<file path="src/rtl/uart_defs_pkg.sv">
`default_nettype none
// +----------------------------------------------------------------------+
// | uart_defs_pkg : shared UART definitions (map, status bits, states)    |
// | Rev 1.0                                                               |
// +----------------------------------------------------------------------+
package uart_defs_pkg;

    localparam logic [31:0] UART_BASE_ADDR = 32'h0800_0000;

    localparam logic REG_DATA   = 1'b0;
    localparam logic REG_STATUS = 1'b1;

    localparam int STAT_TX_FULL   = 0;
    localparam int STAT_TX_EMPTY  = 1;
    localparam int STAT_RX_VALID  = 2;
    localparam int STAT_RX_OVR    = 3;
    localparam int STAT_FRAME_ERR = 4;

    localparam int   FRAME_DATA_BITS = 8;
    localparam int   FRAME_BITS      = 10;
    localparam logic LINE_IDLE       = 1'b1;
    localparam logic START_LEVEL     = 1'b0;
    localparam logic STOP_LEVEL      = 1'b1;

    typedef enum logic [1:0] {
        TX_IDLE  = 2'd0,
        TX_START = 2'd1,
        TX_DATA  = 2'd2,
        TX_STOP  = 2'd3
    } tx_state_t;

    typedef enum logic [1:0] {
        RX_IDLE  = 2'd0,
        RX_START = 2'd1,
        RX_DATA  = 2'd2,
        RX_STOP  = 2'd3
    } rx_state_t;

endpackage
`default_nettype wire

</file>
<file path="src/rtl/sync_fifo.sv">
`default_nettype none
// +----------------------------------------------------------------------+
// | sync_fifo : single-clock FIFO, extra pointer MSB separates full/empty |
// | Rev 1.0                                                               |
// +----------------------------------------------------------------------+
module sync_fifo #(
    parameter int WIDTH = 8,
    parameter int DEPTH = 8
) (
    input  logic             clk,
    input  logic             rst_n,
    input  logic             push,
    input  logic             pop,
    input  logic [WIDTH-1:0] wdata,
    output logic [WIDTH-1:0] rdata,
    output logic             full,
    output logic             empty
);
    localparam int AW = $clog2(DEPTH);

    logic [WIDTH-1:0] mem [DEPTH];
    logic [AW:0]      wr_ptr;
    logic [AW:0]      rd_ptr;

    assign empty = (wr_ptr == rd_ptr);
    assign full  = (wr_ptr[AW] != rd_ptr[AW]) && (wr_ptr[AW-1:0] == rd_ptr[AW-1:0]);
    assign rdata = mem[rd_ptr[AW-1:0]];

    always_ff @(posedge clk) begin
        if (push && !full)
            mem[wr_ptr[AW-1:0]] <= wdata;
    end

    always_ff @(posedge clk or negedge rst_n) begin
        if (!rst_n) begin
            wr_ptr <= '0;
            rd_ptr <= '0;
        end else begin
            if (push && !full)
                wr_ptr <= wr_ptr + 1'b1;
            if (pop && !empty)
                rd_ptr <= rd_ptr + 1'b1;
        end
    end

endmodule
`default_nettype wire

</file>
<file path="src/rtl/uart_wb.sv">
`default_nettype none
// +----------------------------------------------------------------------+
// | uart_wb : Wishbone slave 8N1 UART, TX FIFO and single RX holding reg  |
// | Rev 1.0                                                               |
// +----------------------------------------------------------------------+
module uart_wb
    import uart_defs_pkg::*;
#(
    parameter int CLK_DIV    = 16,
    parameter int FIFO_DEPTH = 8
) (
    input  logic        wb_clk_i,
    input  logic        wb_rst_ni,
    input  logic        wb_adr_i,
    input  logic [31:0] wb_dat_i,
    output logic [31:0] wb_dat_o,
    input  logic        wb_we_i,
    input  logic [3:0]  wb_sel_i,
    input  logic        wb_stb_i,
    output logic        wb_ack_o,
    output logic        uart_tx_o,
    input  logic        uart_rx_i
);
    localparam int            CW        = $clog2(CLK_DIV);
    localparam logic [CW-1:0] BIT_LAST  = CW'(CLK_DIV - 1);
    localparam logic [CW-1:0] HALF_LAST = CW'(CLK_DIV / 2 - 1);

    logic        access, data_rd, data_wr, stat_wr;
    logic        fifo_push, fifo_pop, fifo_full, fifo_empty;
    logic [7:0]  fifo_rdata;
    logic        tx_empty;
    logic [31:0] status_word, data_word;
    logic        unused_bits;

    tx_state_t   tx_state, tx_state_n;
    logic [CW-1:0] tx_cnt, tx_cnt_n;
    logic [2:0]  tx_bit, tx_bit_n;
    logic [7:0]  tx_byte, tx_byte_n;
    logic        tx_line_n;

    rx_state_t   rx_state, rx_state_n;
    logic [CW-1:0] rx_cnt, rx_cnt_n;
    logic [2:0]  rx_bit, rx_bit_n;
    logic [7:0]  rx_shift, rx_shift_n;
    logic        rx_s1, rx_s2, rx_load, rx_ferr;
    logic [7:0]  rx_data;
    logic        rx_valid, rx_ovr, frame_err;

    assign unused_bits = &{1'b0, wb_sel_i[3:1], wb_dat_i[31:8]};

    assign access  = wb_stb_i & ~wb_ack_o;
    assign data_rd = access & ~wb_we_i & (wb_adr_i == REG_DATA);
    assign data_wr = access &  wb_we_i & (wb_adr_i == REG_DATA)   & wb_sel_i[0];
    assign stat_wr = access &  wb_we_i & (wb_adr_i == REG_STATUS) & wb_sel_i[0];

    assign fifo_push = data_wr & ~fifo_full;
    assign tx_empty  = fifo_empty & (tx_state == TX_IDLE);

    sync_fifo #(.WIDTH(8), .DEPTH(FIFO_DEPTH)) u_fifo (
        .clk   (wb_clk_i),
        .rst_n (wb_rst_ni),
        .push  (fifo_push),
        .pop   (fifo_pop),
        .wdata (wb_dat_i[7:0]),
        .rdata (fifo_rdata),
        .full  (fifo_full),
        .empty (fifo_empty)
    );

    always_comb begin
        status_word                 = '0;
        status_word[STAT_TX_FULL]   = fifo_full;
        status_word[STAT_TX_EMPTY]  = tx_empty;
        status_word[STAT_RX_VALID]  = rx_valid;
        status_word[STAT_RX_OVR]    = rx_ovr;
        status_word[STAT_FRAME_ERR] = frame_err;
        // A consumed holding register reads back as all zeros.
        data_word = rx_valid ? {23'b0, 1'b1, rx_data} : 32'h0;
    end

    always_ff @(posedge wb_clk_i or negedge wb_rst_ni) begin
        if (!wb_rst_ni) begin
            wb_ack_o <= 1'b0;
            wb_dat_o <= '0;
        end else begin
            wb_ack_o <= access;
            if (access)
                wb_dat_o <= wb_we_i ? '0 : ((wb_adr_i == REG_STATUS) ? status_word : data_word);
        end
    end

    always_ff @(posedge wb_clk_i or negedge wb_rst_ni) begin
        if (!wb_rst_ni) begin
            rx_data   <= '0;
            rx_valid  <= 1'b0;
            rx_ovr    <= 1'b0;
            frame_err <= 1'b0;
        end else begin
            if (rx_load) begin
                rx_data  <= rx_shift;
                rx_valid <= 1'b1;
            end else if (data_rd) begin
                rx_valid <= 1'b0;
            end
            // A read landing on the load edge consumes the old byte, so no overrun.
            if (rx_load && rx_valid && !data_rd)
                rx_ovr <= 1'b1;
            else if (stat_wr && wb_dat_i[STAT_RX_OVR])
                rx_ovr <= 1'b0;
            if (rx_ferr)
                frame_err <= 1'b1;
            else if (stat_wr && wb_dat_i[STAT_FRAME_ERR])
                frame_err <= 1'b0;
        end
    end

    always_comb begin
        tx_state_n = tx_state;
        tx_cnt_n   = (tx_cnt == BIT_LAST) ? '0 : tx_cnt + 1'b1;
        tx_bit_n   = tx_bit;
        tx_byte_n  = tx_byte;
        fifo_pop   = 1'b0;
        case (tx_state)
            TX_IDLE: begin
                tx_cnt_n = '0;
                if (!fifo_empty) begin
                    tx_state_n = TX_START;
                    fifo_pop   = 1'b1;
                    tx_byte_n  = fifo_rdata;
                end
            end
            TX_START: if (tx_cnt == BIT_LAST) begin
                tx_state_n = TX_DATA;
                tx_bit_n   = '0;
            end
            TX_DATA: if (tx_cnt == BIT_LAST) begin
                if (tx_bit == 3'(FRAME_DATA_BITS - 1))
                    tx_state_n = TX_STOP;
                else
                    tx_bit_n = tx_bit + 3'd1;
            end
            TX_STOP: if (tx_cnt == BIT_LAST) begin
                if (!fifo_empty) begin
                    tx_state_n = TX_START;
                    fifo_pop   = 1'b1;
                    tx_byte_n  = fifo_rdata;
                end else begin
                    tx_state_n = TX_IDLE;
                end
            end
            default: tx_state_n = TX_IDLE;
        endcase
        case (tx_state_n)
            TX_START: tx_line_n = START_LEVEL;
            TX_DATA:  tx_line_n = tx_byte_n[tx_bit_n];
            default:  tx_line_n = LINE_IDLE;
        endcase
    end

    always_ff @(posedge wb_clk_i or negedge wb_rst_ni) begin
        if (!wb_rst_ni) begin
            tx_state  <= TX_IDLE;
            tx_cnt    <= '0;
            tx_bit    <= '0;
            tx_byte   <= '0;
            uart_tx_o <= LINE_IDLE;
        end else begin
            tx_state  <= tx_state_n;
            tx_cnt    <= tx_cnt_n;
            tx_bit    <= tx_bit_n;
            tx_byte   <= tx_byte_n;
            uart_tx_o <= tx_line_n;
        end
    end

    always_comb begin
        rx_state_n = rx_state;
        rx_cnt_n   = rx_cnt + 1'b1;
        rx_bit_n   = rx_bit;
        rx_shift_n = rx_shift;
        rx_load    = 1'b0;
        rx_ferr    = 1'b0;
        case (rx_state)
            RX_IDLE: begin
                rx_cnt_n = '0;
                if (rx_s2 == START_LEVEL)
                    rx_state_n = RX_START;
            end
            RX_START: if (rx_cnt == HALF_LAST) begin
                rx_cnt_n   = '0;
                rx_bit_n   = '0;
                rx_state_n = (rx_s2 == START_LEVEL) ? RX_DATA : RX_IDLE;
            end
            RX_DATA: if (rx_cnt == BIT_LAST) begin
                rx_cnt_n   = '0;
                rx_shift_n = {rx_s2, rx_shift[7:1]};
                if (rx_bit == 3'(FRAME_DATA_BITS - 1))
                    rx_state_n = RX_STOP;
                else
                    rx_bit_n = rx_bit + 3'd1;
            end
            RX_STOP: if (rx_cnt == BIT_LAST) begin
                rx_cnt_n   = '0;
                rx_state_n = RX_IDLE;
                rx_load    = (rx_s2 == STOP_LEVEL);
                rx_ferr    = (rx_s2 != STOP_LEVEL);
            end
            default: rx_state_n = RX_IDLE;
        endcase
    end

    always_ff @(posedge wb_clk_i or negedge wb_rst_ni) begin
        if (!wb_rst_ni) begin
            rx_s1    <= LINE_IDLE;
            rx_s2    <= LINE_IDLE;
            rx_state <= RX_IDLE;
            rx_cnt   <= '0;
            rx_bit   <= '0;
            rx_shift <= '0;
        end else begin
            rx_s1    <= uart_rx_i;
            rx_s2    <= rx_s1;
            rx_state <= rx_state_n;
            rx_cnt   <= rx_cnt_n;
            rx_bit   <= rx_bit_n;
            rx_shift <= rx_shift_n;
        end
    end

endmodule
`default_nettype wire

</file>
<file path="config.mk">
export PLATFORM = sky130hd
export DESIGN_NAME = uart_wb
export DESIGN_NICKNAME = d
export VERILOG_FILES = /design/src/rtl/uart_defs_pkg.sv /design/src/rtl/sync_fifo.sv /design/src/rtl/uart_wb.sv
export SDC_FILE = /design/constraint.sdc
export NUM_CORES = 1
export LEC_CHECK = 0
export BUFFER_PORTS_ARGS = -buffer_cell sky130_fd_sc_hd__buf_2
export CORE_AREA = 8 8 108 159
export CTS_BUF_LIST = sky130_fd_sc_hd__clkbuf_8
export CTS_CLUSTER_SIZE = 28
export DETAILED_ROUTE_END_ITERATION = 12
export DIE_AREA = 0 0 116 167
export SLEW_MARGIN = 30
export SYNTH_ARGS = -nofsm -noshare
export SYNTH_HDL_FRONTEND = slang
export SYNTH_SLANG_ARGS = --single-unit
</file>
<file path="constraint.sdc">
create_clock -name wb_clk_i -period 2.4 [get_ports wb_clk_i]
set_input_delay 0.12 -clock wb_clk_i [delete_from_list [all_inputs] [get_ports wb_clk_i]]
set_output_delay 0.12 -clock wb_clk_i [all_outputs]
set_load 0.02 [all_outputs]
</file>
==> metrics.cfg <==
[status]
status=finished clean

[logic_synthesis]
ys_types=56
async_flop_share_pct=50.8
ys_seq_elements=130
avgSynthCellArea_um2=13.7
yosys.area.top_type=edfxtp_1
synth_top_cell_area_share_pct=33.1
synth_area_mm2=0.00581
yosysSeqAreaShare_pct=61.6
ys_warn_count=0
synthTopCellsByArea=edfxtp_1 (33%), dfrtp_1 (27%), mux2_2 (4.5%), mux4_1 (3.2%), buf_4 (3.1%)
netlist_instances=423
synth_edf_count=64
synth-main-ff-cell=edfxtp_1

[timing]
tns_ns=0
slew_headroom_pct=66.3
clock.fmax_ghz=0.436
drv_slew=0
period_share_pct=95.6
layout_setup_ws_ns=0.106
period_minus_slack_ns=2.29
skew_ns=0.0127
worst_pin_slew_ns=0.501
hold_viol_final=0
setup_viol=0

[clock_tree]
clk_pin_slew_ns=0.08
cts_buffers=17
clk_latency_ns=0.43
cts_root_buffer=clkbuf_8
cts_buffer_depth=2
cts_tree=built
cts.sinks=130
htreeDepth=4

[placed_design]
routabilityCongestion=0.741
placed_cells=664
post-place-ws_ns=-0.0425
place_hpwl_um=7830
port_buffers=25

[final_layout]
final_net_count=552
final_util_pct=46.5
final_cell_mix=edfxtp_1 (64), dfrtp_1 (62), buf_4 (37)
fillers=1360
drive_above_1_share_pct=28.2
register_area_mm2=0.00358
multi_input_area_mm2=0.00202
fin_cells=710
final_common_cell=edfxtp_1
area_delta_synth_final_pct=19.0
antennaDiodeCount=0

[drt]
drc=0
dr.pass1.iters=6
wl_per_cell_um=16.4
ant_nets=0
drt_iter0_drc=158
routed_wirelength_um=11700
route.vias.total=3521
avgViaCountPerCell=4.96

[worst_setup_path]
cp-end-kind=register
cp_max_fo=7
r2r_cells=7
reg2reg_slack_ns=0.11
criticalPathCategory=reg2reg
start_kind=register
arrival_ns=2.63
r2r-end=uart_tx_o
worstPathRequired_ns=2.73
endpoint=uart_tx_o
reg2reg_from=u_fifo.rd_ptr[0]
startpoint=u_fifo.rd_ptr[0]

[global_route]
use_met3_pct=3.37
grt_use_met1_pct=14.0
grt_pass1_vias=3721
grt_use_met2_pct=22.4
overflow=0
grt_usage_pct=12.7
grt_max_degree=67
busiest_layer=met2
antenna_found_initial=0
grt_pass1_wl_um=19200

[power]
leakagePower_nw=2.95
p_clk_share_pct=30.1
combPwrFrac_pct=30.2
switching_share_pct=31.6
power.internal_mw=4.91
p_per_area_mw_per_mm2=1040
p_switching_mw=2.27
ir_worst_vdd_uv=480
seqPwrFrac_pct=39.7

[min_path]
hold_path_depth=1
worstHoldPathType=in2reg

[floorplanning]
io-pin-count=76
dieHeight_um=167
fp.dieW_um=116
dieArea_mm2=0.0194
start_util_pct=39.1
core_mm2=0.0149
row_count=55

[job]
drv_cap=0

[repair_timing]
action / in CTS / in global routing
endpoints found under the hold margin: 116 / 0
hold buffers: 9 / 0
pin swaps: 1 / 2
setup buffers: 1 / 4
endpoints found under the setup margin: 1 / 3
gates resized for setup: 1 / 10
[flip-flops by register name (all words and copies together) (netlist names), 2 cells and up, named ones only]
| name | cells |
|---|---|
| rx_bit | 3 |
| rx_cnt | 4 |
| rx_data | 8 |
| rx_shift | 8 |
| tx_bit | 3 |
| tx_byte | 8 |
| tx_cnt | 4 |
| tx_state | 2 |
| u_fifo.mem | 64 |
| u_fifo.rd_ptr | 4 |
| u_fifo.wr_ptr | 4 |
| wb_dat_o | 9 |
[area by class of cell]
type | instances | area share (%)
well taps | 199 | 3.60
clock buffers | 17 | 3.38
repair buffers | 74 | 7.82
inverters | 16 | 0.869
clock inverters | 15 | 3.35
multi-input cells | 259 | 29.2
flip-flops and latches | 130 | 51.8
[critical path, stage by stage, from the launching register on]
cell and delay, ns:
dfrtp_2 0.46, buf_4 0.14, mux4_1 0.55, mux2_2 0.31, and2_4 0.17, a2111o_1 0.37, o2111ai_1 0.10, a31oi_1 0.12
[routing by layer]
layer	vias up	wire, µm
li1	1687	-
met1	1753	4730
met2	72	6270
met3	9	493
met4	0	181
met5	-	0
[how the worst min path moves through the flow]
| stage | slack [ns] | end | startpoint |
|---|---|---|---|
| floorplan | -0.18 | async pin | wb_rst_ni |
| global placement | 0.16 | wb_dat_o[6] | wb_rst_ni |
| detailed placement | 0.17 | rx_data[6] | wb_rst_ni |
| CTS | 0.00001 | u_fifo.mem[6][4] | wb_dat_i[4] |
| global route | 0.003 | u_fifo.mem[5][3] | wb_dat_i[3] |
| finish | 0.02 | u_fifo.mem[5][3] | wb_dat_i[3] |
[through the flow]
step	hold WS, ns	total power [mW]	cell area (µm²)
after global placement	0.159	4.86	6280
after global routing	0.00306	7.61	6910
after detailed placement	0.169	4.92	6280
after floorplan	-0.176	4.35	5890
after CTS	0.0000101	7.14	6840
final	0.0184	7.19	6910
[cell families after synthesis]
logic type      Yosys count  share of synthesized area, %
simple gates             95                          8.38
mux                      42                          10.3
other cells               1                        0.0646
fa+ha+maj                12                          2.58
xor+xnor                 12                          1.81
compound gates           75                          9.43
buf+inv                  56                          5.82
flops                   130                          61.6
[cell usage after synthesis, drive strengths merged, types with 4 or more instances]
| master | number |
|---|---|
| mux2i | 9 |
| a22oi | 4 |
| a21oi | 20 |
| dfrtp | 63 |
| a31oi | 5 |
| o21ai | 7 |
| ha | 12 |
| nor3 | 8 |
| edfxtp | 64 |
| nand3 | 7 |
| inv | 16 |
| nand2 | 27 |
| a22o | 6 |
| buf | 34 |
| nor2 | 21 |
| xnor2 | 9 |
| mux4 | 10 |
| nor2b | 11 |
| clkbuf | 6 |
| mux2 | 23 |
| a211oi | 4 |
| nand2b | 6 |
[power by group through the flow]
stage,combinational [mW],sequential [mW],clock (mW)
after floorplan,1.55,2.80,0
after CTS,2.06,2.86,2.22
after global routing,2.40,2.89,2.32
after detailed placement,2.01,2.91,0
final,2.17,2.85,2.16
after global placement,1.97,2.89,0
Power figures use the tool's default switching activity.
